<file path="src/rtl/mastermind_game_ctrl_pkg.sv">
// Shared types and constants for the mastermind game controller slice.
// Holds the peg/colour geometry, the FSM state encoding and the secret LFSR step.
package mastermind_game_ctrl_pkg;

    localparam int unsigned NUM_PEGS    = 4;
    localparam int unsigned COLOUR_W    = 3;
    localparam int unsigned NUM_COLOURS = 1 << COLOUR_W;
    localparam int unsigned LFSR_W      = NUM_PEGS * COLOUR_W;

    typedef enum logic [2:0] {
        ST_IDLE    = 3'd0,
        ST_GUESS   = 3'd1,
        ST_SCORE   = 3'd2,
        ST_HISTORY = 3'd3,
        ST_WIN     = 3'd4,
        ST_LOSE    = 3'd5
    } state_t;

    typedef logic [COLOUR_W-1:0] peg_t;
    typedef peg_t [NUM_PEGS-1:0] pegs_t;

    // Fibonacci step, taps 12,11,10,4 (bits 11,10,9,3).
    function automatic logic [LFSR_W-1:0] lfsr_next(input logic [LFSR_W-1:0] s);
        return {s[LFSR_W-2:0], s[11] ^ s[10] ^ s[9] ^ s[3]};
    endfunction

endpackage

</file>
<file path="src/rtl/mastermind_game_ctrl_scorer.sv">
// Registered exact/partial scorer for one guess against the secret.
// Result is valid one clock after guess/secret are presented.
module mastermind_scorer
    import mastermind_game_ctrl_pkg::*;
(
    input  logic       clk,
    input  logic       reset,
    input  pegs_t      guess,
    input  pegs_t      secret,
    output logic [2:0] exact,
    output logic [2:0] partial
);

    logic [2:0] exact_c;
    logic [2:0] total_c;
    logic [2:0] cnt_g;
    logic [2:0] cnt_s;

    // total = sum over colours of min(count in guess, count in secret)
    always_comb begin
        exact_c = '0;
        total_c = '0;
        cnt_g   = '0;
        cnt_s   = '0;
        for (int unsigned i = 0; i < NUM_PEGS; i++) begin
            if (guess[i] == secret[i]) exact_c = exact_c + 3'd1;
        end
        for (int unsigned c = 0; c < NUM_COLOURS; c++) begin
            cnt_g = '0;
            cnt_s = '0;
            for (int unsigned i = 0; i < NUM_PEGS; i++) begin
                if (guess[i] == peg_t'(c))  cnt_g = cnt_g + 3'd1;
                if (secret[i] == peg_t'(c)) cnt_s = cnt_s + 3'd1;
            end
            total_c = total_c + ((cnt_g < cnt_s) ? cnt_g : cnt_s);
        end
    end

    always_ff @(posedge clk) begin
        if (reset) begin
            exact   <= '0;
            partial <= '0;
        end else begin
            exact   <= exact_c;
            partial <= total_c - exact_c;
        end
    end

endmodule

</file>
<file path="src/rtl/mastermind_game_ctrl.sv">
// Game sequencer: secret generation, guess editing, turn counting and scoring,
// plus the strobes that drive the guess-history store.
module mastermind_game_ctrl
    import mastermind_game_ctrl_pkg::*;
#(
    parameter int unsigned NUM_TURNS = 8,
    parameter logic [11:0] LFSR_SEED = 12'hACE
) (
    input  logic                clk,
    input  logic                reset,
    input  logic                btn_left,
    input  logic                btn_right,
    input  logic                btn_up,
    input  logic                btn_down,
    input  logic                btn_select,
    input  logic                btn_mode,
    output logic [COLOUR_W-1:0] guess3,
    output logic [COLOUR_W-1:0] guess2,
    output logic [COLOUR_W-1:0] guess1,
    output logic [COLOUR_W-1:0] guess0,
    output logic [1:0]          cursor,
    output logic                hist_mode,
    output logic                hist_store,
    output logic                hist_clear,
    output logic                hist_up,
    output logic                hist_down,
    output logic [2:0]          exact_cnt,
    output logic [2:0]          partial_cnt,
    output logic [3:0]          turn,
    output logic [2:0]          state,
    output logic                game_won,
    output logic                game_lost
);

    localparam logic [3:0] TURN_LIMIT = 4'(NUM_TURNS);

    state_t            state_q, state_n, ret_q, ret_n;
    logic [LFSR_W-1:0] lfsr_q;
    pegs_t             secret_q, secret_n, guess_q, guess_n, snap_q, snap_n;
    logic [1:0]        cursor_q, cursor_n;
    logic [3:0]        turn_q, turn_n, turn_inc;
    logic [2:0]        exact_q, exact_n, partial_q, partial_n;
    logic              hmode_q, hmode_n, store_q, store_n, clear_q, clear_n;
    logic              up_q, up_n, down_q, down_n, won_q, won_n, lost_q, lost_n;
    logic              phase_q, phase_n;
    logic [2:0]        sc_exact, sc_partial;
    logic              act_sel, act_mode, act_up, act_down, act_left, act_right;

    // One action per cycle; a consumed-but-ignored action still drops the rest.
    assign act_sel   = btn_select;
    assign act_mode  = !btn_select && btn_mode;
    assign act_up    = !btn_select && !btn_mode && btn_up;
    assign act_down  = !btn_select && !btn_mode && !btn_up && btn_down;
    assign act_right = !btn_select && !btn_mode && !btn_up && !btn_down && btn_right;
    assign act_left  = !btn_select && !btn_mode && !btn_up && !btn_down && !btn_right && btn_left;

    assign turn_inc = turn_q + 4'd1;

    mastermind_scorer u_scorer (
        .clk     (clk),
        .reset   (reset),
        .guess   (snap_q),
        .secret  (secret_q),
        .exact   (sc_exact),
        .partial (sc_partial)
    );

    always_comb begin
        state_n   = state_q;
        ret_n     = ret_q;
        secret_n  = secret_q;
        guess_n   = guess_q;
        snap_n    = snap_q;
        cursor_n  = cursor_q;
        turn_n    = turn_q;
        exact_n   = exact_q;
        partial_n = partial_q;
        hmode_n   = hmode_q;
        won_n     = won_q;
        lost_n    = lost_q;
        phase_n   = phase_q;
        store_n   = 1'b0;
        clear_n   = 1'b0;
        up_n      = 1'b0;
        down_n    = 1'b0;
        unique case (state_q)
            ST_IDLE: begin
                if (act_sel) begin
                    secret_n  = pegs_t'(lfsr_q);
                    guess_n   = '0;
                    cursor_n  = '0;
                    turn_n    = '0;
                    exact_n   = '0;
                    partial_n = '0;
                    clear_n   = 1'b1;
                    state_n   = ST_GUESS;
                end
            end
            ST_GUESS: begin
                if (act_sel) begin
                    store_n = 1'b1;
                    snap_n  = guess_q;
                    phase_n = 1'b0;
                    state_n = ST_SCORE;
                end else if (act_mode) begin
                    if (turn_q != '0) begin
                        ret_n   = ST_GUESS;
                        hmode_n = 1'b1;
                        state_n = ST_HISTORY;
                    end
                end else if (act_up) begin
                    guess_n[cursor_q] = guess_q[cursor_q] + 3'd1;
                end else if (act_down) begin
                    guess_n[cursor_q] = guess_q[cursor_q] - 3'd1;
                end else if (act_right) begin
                    cursor_n = cursor_q + 2'd1;
                end else if (act_left) begin
                    cursor_n = cursor_q - 2'd1;
                end
            end
            ST_SCORE: begin
                // First cycle lets the scorer register; second cycle consumes it.
                if (!phase_q) begin
                    phase_n = 1'b1;
                end else begin
                    exact_n   = sc_exact;
                    partial_n = sc_partial;
                    turn_n    = turn_inc;
                    if (sc_exact == 3'(NUM_PEGS)) begin
                        won_n   = 1'b1;
                        state_n = ST_WIN;
                    end else if (turn_inc == TURN_LIMIT) begin
                        lost_n  = 1'b1;
                        state_n = ST_LOSE;
                    end else begin
                        state_n = ST_GUESS;
                    end
                end
            end
            ST_HISTORY: begin
                if (act_mode) begin
                    hmode_n = 1'b0;
                    state_n = ret_q;
                end else if (act_up) begin
                    up_n = 1'b1;
                end else if (act_down) begin
                    down_n = 1'b1;
                end
            end
            ST_WIN, ST_LOSE: begin
                if (act_sel) begin
                    won_n   = 1'b0;
                    lost_n  = 1'b0;
                    state_n = ST_IDLE;
                end else if (act_mode) begin
                    ret_n   = state_q;
                    hmode_n = 1'b1;
                    state_n = ST_HISTORY;
                end
            end
            default: state_n = ST_IDLE;
        endcase
    end

    always_ff @(posedge clk) begin
        if (reset) begin
            state_q   <= ST_IDLE;
            ret_q     <= ST_GUESS;
            lfsr_q    <= LFSR_SEED;
            secret_q  <= '0;
            guess_q   <= '0;
            snap_q    <= '0;
            cursor_q  <= '0;
            turn_q    <= '0;
            exact_q   <= '0;
            partial_q <= '0;
            hmode_q   <= 1'b0;
            store_q   <= 1'b0;
            clear_q   <= 1'b0;
            up_q      <= 1'b0;
            down_q    <= 1'b0;
            won_q     <= 1'b0;
            lost_q    <= 1'b0;
            phase_q   <= 1'b0;
        end else begin
            state_q   <= state_n;
            ret_q     <= ret_n;
            lfsr_q    <= lfsr_next(lfsr_q);
            secret_q  <= secret_n;
            guess_q   <= guess_n;
            snap_q    <= snap_n;
            cursor_q  <= cursor_n;
            turn_q    <= turn_n;
            exact_q   <= exact_n;
            partial_q <= partial_n;
            hmode_q   <= hmode_n;
            store_q   <= store_n;
            clear_q   <= clear_n;
            up_q      <= up_n;
            down_q    <= down_n;
            won_q     <= won_n;
            lost_q    <= lost_n;
            phase_q   <= phase_n;
        end
    end

    assign guess3      = guess_q[3];
    assign guess2      = guess_q[2];
    assign guess1      = guess_q[1];
    assign guess0      = guess_q[0];
    assign cursor      = cursor_q;
    assign hist_mode   = hmode_q;
    assign hist_store  = store_q;
    assign hist_clear  = clear_q;
    assign hist_up     = up_q;
    assign hist_down   = down_q;
    assign exact_cnt   = exact_q;
    assign partial_cnt = partial_q;
    assign turn        = turn_q;
    assign state       = state_q;
    assign game_won    = won_q;
    assign game_lost   = lost_q;

endmodule

</file>
<file path="config.mk">
export PLATFORM = sky130hd
export DESIGN_NAME = mastermind_game_ctrl
export DESIGN_NICKNAME = d
export VERILOG_FILES = /design/src/rtl/mastermind_game_ctrl_pkg.sv /design/src/rtl/mastermind_game_ctrl_scorer.sv /design/src/rtl/mastermind_game_ctrl.sv
export SDC_FILE = /design/constraint.sdc
export NUM_CORES = 1
export LEC_CHECK = 0
export ABC_CLOCK_PERIOD_IN_PS = 12050
export CAP_MARGIN = 20
export CORE_AREA = 2 2 130 132
export CTS_BUF_LIST = sky130_fd_sc_hd__clkbuf_2 sky130_fd_sc_hd__clkbuf_4 sky130_fd_sc_hd__clkbuf_8
export CTS_CLUSTER_SIZE = 30
export DETAILED_ROUTE_END_ITERATION = 10
export DIE_AREA = 0 0 132 134
export SYNTH_ARGS = -nofsm -noshare
export SYNTH_HDL_FRONTEND = slang
export SYNTH_HIERARCHICAL = 1
export SYNTH_SLANG_ARGS = --single-unit
</file>
<file path="constraint.sdc">
create_clock -name clk -period 12.05 [get_ports clk]
set_clock_uncertainty 0.2 [all_clocks]
set_input_delay 2.41 -clock clk [delete_from_list [all_inputs] [get_ports clk]]
set_output_delay 2.41 -clock clk [all_outputs]
set_load 0.02 [all_outputs]
</file>
==> results of run 1 <==
## state kept, by name, indices dropped and copies added (netlist names), 2 cells and up
name / count
ret_q: 3
lfsr_q: 12
guess1: 3
guess3: 3
state: 3
guess2: 3
cursor: 2
secret_q: 12
exact_cnt: 3
guess0: 3
partial_cnt: 3
snap_q: 12
u_scorer/partial: 3
turn: 4
u_scorer/exact: 3
## how the worst min path moves through the flow
stage                           end  startpoint
after floorplan           lfsr_q[1]   lfsr_q[0]
after global placement    lfsr_q[1]   lfsr_q[0]
after detailed placement  lfsr_q[3]   lfsr_q[2]
after CTS                 lfsr_q[1]   lfsr_q[0]
after global routing      lfsr_q[1]   lfsr_q[0]
final                     lfsr_q[2]   lfsr_q[1]
## per-layer routing
metal / wire length, um / vias to the layer above / GRT usage
li1: - / 2857 / -
met1: 7790 / 2560 / 0.251
met2: 7400 / 92 / 0.318
met3: 569 / 15 / 0.0257
met4: 200 / 0 / 0.0459
met5: 0 / - / 0
## stage by stage
step                      hold slack, ns  utilization  instances
after floorplan                    0.217            -        849
after global placement             0.224        0.465       1070
after detailed placement           0.231        0.465       1070
after CTS                          0.252        0.479       1086
after global routing               0.257        0.479       1086
final                              0.246        0.479       1086
## cell type report
cell class | instances | area (um^2)
Tap cell | 220 | 275
Clock buffer | 11 | 139
Fill cell | 1650 | 8490
Timing Repair Buffer | 44 | 428
Sequential cell | 80 | 1600
Clock inverter | 5 | 81.3
Inverter | 78 | 293
Multi-Input combinational cell | 648 | 4980
## power breakdown
group	switching (mW)	internal, mW	total, mW
registers	0.0251	0.282	0.307
clock network	0.101	0.121	0.222
logic	0.151	0.145	0.296
total	0.277	0.548	0.825
## critical path, delay by kind of cell, from the launching register on
kind | cells | cell delay, ns
buffers and inverters | 3 | 0.16
muxes | 1 | 0.22
AOI/OAI and AO/OA | 2 | 0.34
adders and majority gates | 7 | 2.44
xor gates and xnor gates | 6 | 1.07
DFF | 1 | 0.53
and+or+nand+nor | 3 | 0.72
## layout by cell type, fill, tap and decap left out, types with 6 or more instances in the layout
cell / Yosys / final
sky130_fd_sc_hd__and2_1: 6 / 6
sky130_fd_sc_hd__xor2_1: 28 / 28
sky130_fd_sc_hd__dfxtp_1: 80 / 80
sky130_fd_sc_hd__and3_1: 7 / 7
sky130_fd_sc_hd__inv_1: 78 / 78
sky130_fd_sc_hd__a21oi_1: 57 / 57
sky130_fd_sc_hd__xnor3_1: 9 / 9
sky130_fd_sc_hd__or2_2: 11 / 11
sky130_fd_sc_hd__nand3_1: 28 / 28
sky130_fd_sc_hd__a22o_1: 10 / 10
sky130_fd_sc_hd__nor2b_1: 18 / 18
sky130_fd_sc_hd__nand3b_1: 10 / 10
sky130_fd_sc_hd__nor2_1: 58 / 58
sky130_fd_sc_hd__mux2i_1: 16 / 16
sky130_fd_sc_hd__nand2b_1: 6 / 6
sky130_fd_sc_hd__nand2_1: 117 / 117
sky130_fd_sc_hd__fa_1: 9 / 9
sky130_fd_sc_hd__clkbuf_8: 0 / 9
sky130_fd_sc_hd__and3b_1: 8 / 8
sky130_fd_sc_hd__ha_1: 82 / 82
sky130_fd_sc_hd__nor3b_1: 13 / 13
sky130_fd_sc_hd__nor3_1: 9 / 9
sky130_fd_sc_hd__o21ai_0: 18 / 18
sky130_fd_sc_hd__clkdlybuf4s50_1: 0 / 40
sky130_fd_sc_hd__xnor2_1: 40 / 40
sky130_fd_sc_hd__mux2_2: 17 / 17
## cell families after synthesis
logic type                 Yosys count
AOI/OAI and AO/OA                  120
xor gates and xnor gates            82
adders and majority gates           91
buffers and inverters              121
DFF                                 80
muxes                               36
and+or+nand+nor                    319
==> impl_table.tex, run 1 <==
\begin{tabular}{lr}
\hline
Metric & Value \\
\hline
\multicolumn{2}{l}{\textbf{Placed design}} \\
Buffers on Ports & 41 \\
Total half-perimeter wirelength after legalization and detailed placement & 11.9 mm \\
Global placer's final weighted congestion & 0.852 \\
Setup slack at placement & 6.29 ns \\
Placed instance area & 7570 um\^{}2 \\
\multicolumn{2}{l}{\textbf{GRT}} \\
Number of antenna violations at the first check in global routing & 0 \\
Remaining global-route overflow & 0 \\
First-pass GRT wire length & 26.8 mm \\
Maximum number of pins on one net before global-route repair & 73 \\
Global routing usage summed across all routing layers & 0.187 \\
Number of global-route vias before repair & 5421 \\
\multicolumn{2}{l}{\textbf{Yosys}} \\
Part of the Yosys area used for sequential elements & 0.226 \\
Cell types with the highest counts after synthesis & sky130\_fd\_sc\_hd\_\_nand2\_1 (117), sky130\_fd\_sc\_hd\_\_ha\_1 (82), sky130\_fd\_sc\_hd\_\_dfxtp\_1 (80), sky130\_fd\_sc\_hd\_\_inv\_1 (78), sky130\_fd\_sc\_hd\_\_nor2\_1 (58) \\
Yosys top cell by area & sky130\_fd\_sc\_hd\_\_dfxtp\_1 \\
Fraction of post-synthesis cell area in the top cell type by area & 0.226 \\
Dominant combinational cell family by area after synthesis & simple AND/OR/NAND/NOR gates \\
Combined area of all synthesized cells & 7080 um\^{}2 \\
Top flip-flop cell by instance count after synthesis & sky130\_fd\_sc\_hd\_\_dfxtp\_1 \\
Share of synthesized registers carrying an async set or reset & 0 \\
Average cell area after synthesis & 8.34 um\^{}2 \\
Count of flip-flops with a built-in enable after synthesis & 0 \\
Share of the synthesized area in compound gates (AO/OA/AOI/OAI) & 0.106 \\
Post-synthesis simple-gate area fraction & 0.241 \\
Number of warning messages in the yosys log & 6 \\
Post-synthesis adder-cell area fraction & 0.170 \\
Synth top area cells & sky130\_fd\_sc\_hd\_\_dfxtp\_1 (23\%), sky130\_fd\_sc\_hd\_\_ha\_1 (14\%), sky130\_fd\_sc\_hd\_\_nand2\_1 (6.2\%) \\
Xor and xnor area share after synthesis & 0.126 \\
Register bit total from synthesis & 80 \\
Number of different library cells in the post-synthesis netlist & 66 \\
Mux cell area share after synthesis & 0.0592 \\
Synthesized netlist net count & 948 \\
Synth Instances & 849 \\
Leading cell type by number of instances after synthesis & sky130\_fd\_sc\_hd\_\_nand2\_1 \\
\multicolumn{2}{l}{\textbf{Layout}} \\
Number of diodes added for antenna fixing & 0 \\
Final Instance Area & 7790 um\^{}2 \\
Share of final-layout standard cells stronger than drive strength 1 & 0.0889 \\
Final layout net count & 960 \\
Layout area overhead & 10.1\% \\
\multicolumn{2}{l}{\textbf{Clock tree}} \\
Clock latency on the worst-skew pair & 0.37 ns \\
Root buf cell & sky130\_fd\_sc\_hd\_\_clkbuf\_8 \\
Postcts setup bufs & 0 \\
Clock slew at reported path FFs & 0.08 ns \\
TritonCTS clock tree & done \\
Number of clock sinks & 80 \\
Htree depth & 3 \\
PostCTS Resize Cnt & 0 \\
Deepest clock path buffer count & 2 \\
Number of hold buffers added after CTS & 0 \\
Cts bufs inserted & 9 \\
\multicolumn{2}{l}{\textbf{Critical path}} \\
Critical path launch point & secret\_q[3] \\
Worst reg-to-reg path cell count & 22 \\
Worst Setup EP & u\_scorer/partial[2] \\
Capture instance of the worst register-to-register path & u\_scorer/partial[2] \\
Launching point of the worst reg2reg path & secret\_q[3] \\
Startpoint-to-endpoint class of the critical path & reg -> reg \\
Crit path cell chain & or3b\_2 > inv\_1 > ha\_1 > xor2\_1 > ha\_1 > and2\_1 > xor2\_1 > ha\_1 > inv\_1 > a21oi\_1 > o21ai\_1 > mux2i\_1 > fa\_1 > fa\_1 > inv\_1 > fa\_1 > ha\_1 > xor2\_1 > xnor2\_1 > xnor2\_1 > xnor3\_1 > nor2\_1 \\
Arrival time of data at the critical path endpoint & 5.86 ns \\
FF-to-FF setup slack & 6.29 ns \\
CP endpoint kind & flip-flop \\
Startpoint class of the critical path & flip-flop \\
Required time of the critical path & 12.15 ns \\
Critical Path Fanout Max & 10 \\
Critical Path Max Stage Delay & 0.54 ns \\
Slowest stage cell, crit path & sky130\_fd\_sc\_hd\_\_fa\_1 \\
Crit-path most repeated cell & sky130\_fd\_sc\_hd\_\_ha\_1 \\
\multicolumn{2}{l}{\textbf{Power}} \\
Leak & 3.40 nW \\
Highest ir drop seen on vdd & 0.0000594 V \\
Pwr Density & 106 nW/um\^{}2 \\
Total power consumption of the routed design & 0.825 mW \\
\multicolumn{2}{l}{\textbf{Die}} \\
Number of top-level pins & 42 \\
Die height & 134 um \\
Chip Width & 132 um \\
Std cell rows & 47 \\
Die outline area & 17700 um\^{}2 \\
Std-Cell Core Area & 16300 um\^{}2 \\
Initial Utilization & 0.434 \\
\multicolumn{2}{l}{\textbf{Timing}} \\
Pins over their slew limit & 0 \\
Max Clk Rate & 174 MHz \\
Final setup viols & 0 \\
Accumulated negative setup slack & 0 ns \\
Worst slew margin relative to its limit & 0.471 \\
Setup repair after global routing missed its margin & no \\
Post-route fraction of the period consumed by the critical path & 0.478 \\
Number of failing hold endpoints at the final stage & 0 \\
Pin slew with the least headroom to its limit & 0.793 ns \\
Final worst-path setup slack & 6.29 ns \\
Tmin final & 5.76 ns \\
\multicolumn{2}{l}{\textbf{Route}} \\
Iter 0 DRT Violations & 222 \\
Post-detailed-route wirelength per cell & 14.7 um \\
Post-DR vias/cell & 5.09 \\
Remaining antenna violation count after routing & 0 \\
Total DRC errors in the routed layout & 0 \\
First-pass iteration count of the detailed router & 4 \\
Total wire length & 16.0 mm \\
Routed via count & 5524 \\
\multicolumn{2}{l}{\textbf{Hold path}} \\
Number of cells on the worst hold path & 1 \\
Kind of path behind the tightest hold check & reg -> reg \\
\multicolumn{2}{l}{\textbf{Outcome}} \\
Outcome & finished clean \\
\multicolumn{2}{l}{\textbf{Flow run}} \\
Number of maximum-capacitance constraint violations & 0 \\
\hline
\end{tabular}
Power figures use the tool's default switching activity.
==> run 2, diff against run 1 <==
Settings changed: ABC_CLOCK_PERIOD_IN_PS 12050 to 5400.
Clock period 12.05 ns to 5.4 ns, I/O delays scaled along.
==> run 2 against run 1 <==
The flow now finishes with violations (setup timing). Via count up 8.1%. Cell area up 15%. Die area unchanged. Power up 140%. Critical endpoint unchanged. Largest power group is now combinational logic. Highest routed layer unchanged.
==> impl_table.tex, run 2 (synthesis results as in run 1) <==
\begin{tabular}{lr}
\hline
Metric & Value \\
\hline
\multicolumn{2}{l}{\textbf{Timing}} \\
Smallest hold slack & 0.239 ns (was 0.246 ns) \\
Pins over their slew limit & 0 (unchanged) \\
Final worst-path setup slack & -0.127 ns (was 6.29 ns) \\
Max Clk Rate & 181 MHz (was 174 MHz) \\
Number of failing hold endpoints at the final stage & 0 (unchanged) \\
Setup repair after global routing missed its margin & yes (was no) \\
Pin slew with the least headroom to its limit & 0.798 ns (was 0.793 ns) \\
Tmin final & 5.53 ns (was 5.76 ns) \\
Final setup viols & 1 (was 0) \\
Accumulated negative setup slack & -0.127 ns (was 0 ns) \\
Worst slew margin relative to its limit & 0.468 (was 0.471) \\
Post-route fraction of the period consumed by the critical path & 1.02 (was 0.478) \\
\multicolumn{2}{l}{\textbf{GRT}} \\
First-pass GRT wire length & 28.0 mm (was 26.8 mm) \\
Number of antenna violations at the first check in global routing & 0 (unchanged) \\
Top Usage Layer GRT & met2 (unchanged) \\
Remaining global-route overflow & 0 (unchanged) \\
Met3 GRT Util & 0.0291 (was 0.0257) \\
Number of global-route vias before repair & 5863 (was 5421) \\
Routing usage on met2 & 0.337 (was 0.318) \\
Global routing usage summed across all routing layers & 0.194 (was 0.187) \\
Grt met1 use & 0.249 (was 0.251) \\
Maximum number of pins on one net before global-route repair & 72 (was 73) \\
\multicolumn{2}{l}{\textbf{Clock tree}} \\
Deepest clock path buffer count & 2 (unchanged) \\
Root buf cell & sky130\_fd\_sc\_hd\_\_clkbuf\_8 (unchanged) \\
Number of clock sinks & 80 (unchanged) \\
Number of hold buffers added after CTS & 0 (unchanged) \\
Cts bufs inserted & 9 (unchanged) \\
Clock slew at reported path FFs & 0.08 ns (about the same) \\
Clock latency on the worst-skew pair & 0.36 ns (was 0.37 ns) \\
TritonCTS clock tree & done (unchanged) \\
Htree depth & 3 (unchanged) \\
\multicolumn{2}{l}{\textbf{Die}} \\
Std cell rows & 47 (unchanged) \\
Die outline area & 17700 um\^{}2 (unchanged) \\
Die height & 134 um (unchanged) \\
Number of top-level pins & 42 (unchanged) \\
Std-Cell Core Area & 16300 um\^{}2 (unchanged) \\
Initial Utilization & 0.434 (unchanged) \\
Chip Width & 132 um (unchanged) \\
\multicolumn{2}{l}{\textbf{Outcome}} \\
Failing checks & setup timing \\
Outcome & finished with violations (was finished clean) \\
\multicolumn{2}{l}{\textbf{Route}} \\
Post-detailed-route wirelength per cell & 14.3 um (was 14.7 um) \\
Routed via count & 5973 (was 5524) \\
Total wire length & 16.9 mm (was 16.0 mm) \\
Post-DR vias/cell & 5.06 (was 5.09) \\
Total DRC errors in the routed layout & 0 (unchanged) \\
Iter 0 DRT Violations & 265 (was 222) \\
First-pass iteration count of the detailed router & 4 (unchanged) \\
Remaining antenna violation count after routing & 0 (unchanged) \\
\multicolumn{2}{l}{\textbf{Layout}} \\
Area taken by flip-flops and latches & 1630 um\^{}2 (was 1600 um\^{}2) \\
Number of diodes added for antenna fixing & 0 (unchanged) \\
Share of final-layout standard cells stronger than drive strength 1 & 0.266 (was 0.0889) \\
Number of fillers in the final layout & 1541 (was 1650) \\
Final Instance Area & 8980 um\^{}2 (was 7790 um\^{}2) \\
Most common library cell in the layout ignoring fill and taps & sky130\_fd\_sc\_hd\_\_nand2\_1 (unchanged) \\
Largest registers ranked by flip-flop count & lfsr\_q (12), secret\_q (12), snap\_q (12) (unchanged) \\
Final layout net count & 1055 (was 960) \\
Area of the multi-input gates & 5380 um\^{}2 (was 4980 um\^{}2) \\
Most frequent cells in the layout & sky130\_fd\_sc\_hd\_\_nand2\_1 (117), sky130\_fd\_sc\_hd\_\_buf\_4 (91), sky130\_fd\_sc\_hd\_\_ha\_1 (71) (was sky130\_fd\_sc\_hd\_\_nand2\_1 (117), sky130\_fd\_sc\_hd\_\_ha\_1 (82), sky130\_fd\_sc\_hd\_\_dfxtp\_1 (80)) \\
Layout area overhead & 26.9\% (was 10.1\%) \\
\multicolumn{2}{l}{\textbf{Hold path}} \\
Kind of path behind the tightest hold check & reg -> reg (unchanged) \\
Start point of the worst min-delay path & lfsr\_q[8] (was lfsr\_q[1]) \\
\multicolumn{2}{l}{\textbf{Power}} \\
Highest ir drop seen on vdd & 0.000148 V (was 0.0000594 V) \\
Pwr Density & 218 nW/um\^{}2 (was 106 nW/um\^{}2) \\
Leak & 3.97 nW (was 3.40 nW) \\
Total power consumption of the routed design & 1.95 mW (was 0.825 mW) \\
\multicolumn{2}{l}{\textbf{Placed design}} \\
Setup slack at placement & -0.242 ns (was 6.29 ns) \\
Global placer's final weighted congestion & 0.819 (was 0.852) \\
Placed instance area & 8290 um\^{}2 (was 7570 um\^{}2) \\
Buffers on Ports & 41 (unchanged) \\
Total half-perimeter wirelength after legalization and detailed placement & 12.8 mm (was 11.9 mm) \\
\multicolumn{2}{l}{\textbf{Critical path}} \\
Startpoint class of the critical path & flip-flop (unchanged) \\
Critical path launch point & secret\_q[3] (unchanged) \\
Critical Path Fanout Max & 4 (was 10) \\
Required time of the critical path & 5.49 ns (was 12.15 ns) \\
Startpoint-to-endpoint class of the critical path & reg -> reg (unchanged) \\
Arrival time of data at the critical path endpoint & 5.62 ns (was 5.86 ns) \\
Launching point of the worst reg2reg path & secret\_q[3] (unchanged) \\
CP endpoint kind & flip-flop (unchanged) \\
\multicolumn{2}{l}{\textbf{Flow run}} \\
Number of maximum-capacitance constraint violations & 0 (unchanged) \\
\hline
\end{tabular}
-- run 2: changes by cell type in the layout (fill, tap and decap cells not counted), moves of 7 or more --
| cell | delta |
|---|---|
| sky130_fd_sc_hd__inv_1 | -9 |
| sky130_fd_sc_hd__ha_1 | -11 |
| sky130_fd_sc_hd__o21ai_0 | -8 |
| sky130_fd_sc_hd__ha_4 | +8 |
| sky130_fd_sc_hd__inv_2 | +8 |
| sky130_fd_sc_hd__xor2_2 | +9 |
| sky130_fd_sc_hd__dfxtp_2 | +7 |
| sky130_fd_sc_hd__xor2_1 | -9 |
| sky130_fd_sc_hd__buf_4 | +88 |
| sky130_fd_sc_hd__dfxtp_1 | -13 |
-- run 2: path summary, 6_finish.rpt --
kind,slack (ns),endpoint,cells after the start
max,-0.13,u_scorer/partial[2],25
min,0.24,secret_q[8],2
max reg2reg,-0.13,u_scorer/partial[2],25
min reg2reg,0.24,secret_q[8],2
-- run 2: critical path: stages, from the launching register on --
cell	delay [ns]
sky130_fd_sc_hd__dfxtp_2	0.34
sky130_fd_sc_hd__buf_4	0.13
sky130_fd_sc_hd__buf_4	0.14
sky130_fd_sc_hd__nor2_2	0.11
sky130_fd_sc_hd__nand2_1	0.08
sky130_fd_sc_hd__inv_1	0.06
sky130_fd_sc_hd__ha_1	0.24
sky130_fd_sc_hd__xor2_1	0.18
sky130_fd_sc_hd__ha_1	0.20
sky130_fd_sc_hd__and2_1	0.16
sky130_fd_sc_hd__xor2_2	0.18
sky130_fd_sc_hd__ha_1	0.29
sky130_fd_sc_hd__inv_2	0.07
sky130_fd_sc_hd__nand2_1	0.08
sky130_fd_sc_hd__o21ai_2	0.14
sky130_fd_sc_hd__mux2i_2	0.27
sky130_fd_sc_hd__fa_1	0.48
sky130_fd_sc_hd__fa_1	0.56
sky130_fd_sc_hd__inv_2	0.04
sky130_fd_sc_hd__fa_1	0.51
sky130_fd_sc_hd__ha_2	0.17
sky130_fd_sc_hd__xor2_1	0.18
sky130_fd_sc_hd__xnor2_1	0.17
sky130_fd_sc_hd__xnor2_1	0.16
sky130_fd_sc_hd__xnor3_1	0.23
sky130_fd_sc_hd__nor2_1	0.08
-- run 2: final cells by class --
cell class	instances	share of cell area
clock inverters	4	0.00502
clock buffers	12	0.0163
well taps	220	0.0307
inverters	78	0.0329
flip-flops and latches	80	0.182
multi-input cells	648	0.599
repair buffers	139	0.134
-- run 2: what timing repair did --
action	CTS	global route
resized for setup	42	68
setup endpoints to repair	1	1
pin swaps	22	28
buffers inserted	3	5
-- run 2: stage by stage --
stage / util / instances
6_report: 0.551 / 1181
5_1_grt: 0.551 / 1181
4_1_cts: 0.531 / 1176
3_5_place_dp: 0.509 / 1157
3_3_place_gp: 0.509 / 1157
2_1_floorplan: - / 849
-- run 2: per-layer routing --
metal / vias to the layer above / wire, um
li1: 3045 / -
met1: 2817 / 7910
met2: 88 / 8020
met3: 23 / 567
met4: 0 / 364
met5: - / 0
-- run 2: power by group --
group          switching, mW  internal, mW
Combinational          0.413         0.429
Sequential            0.0415         0.627
Clock                  0.215         0.227
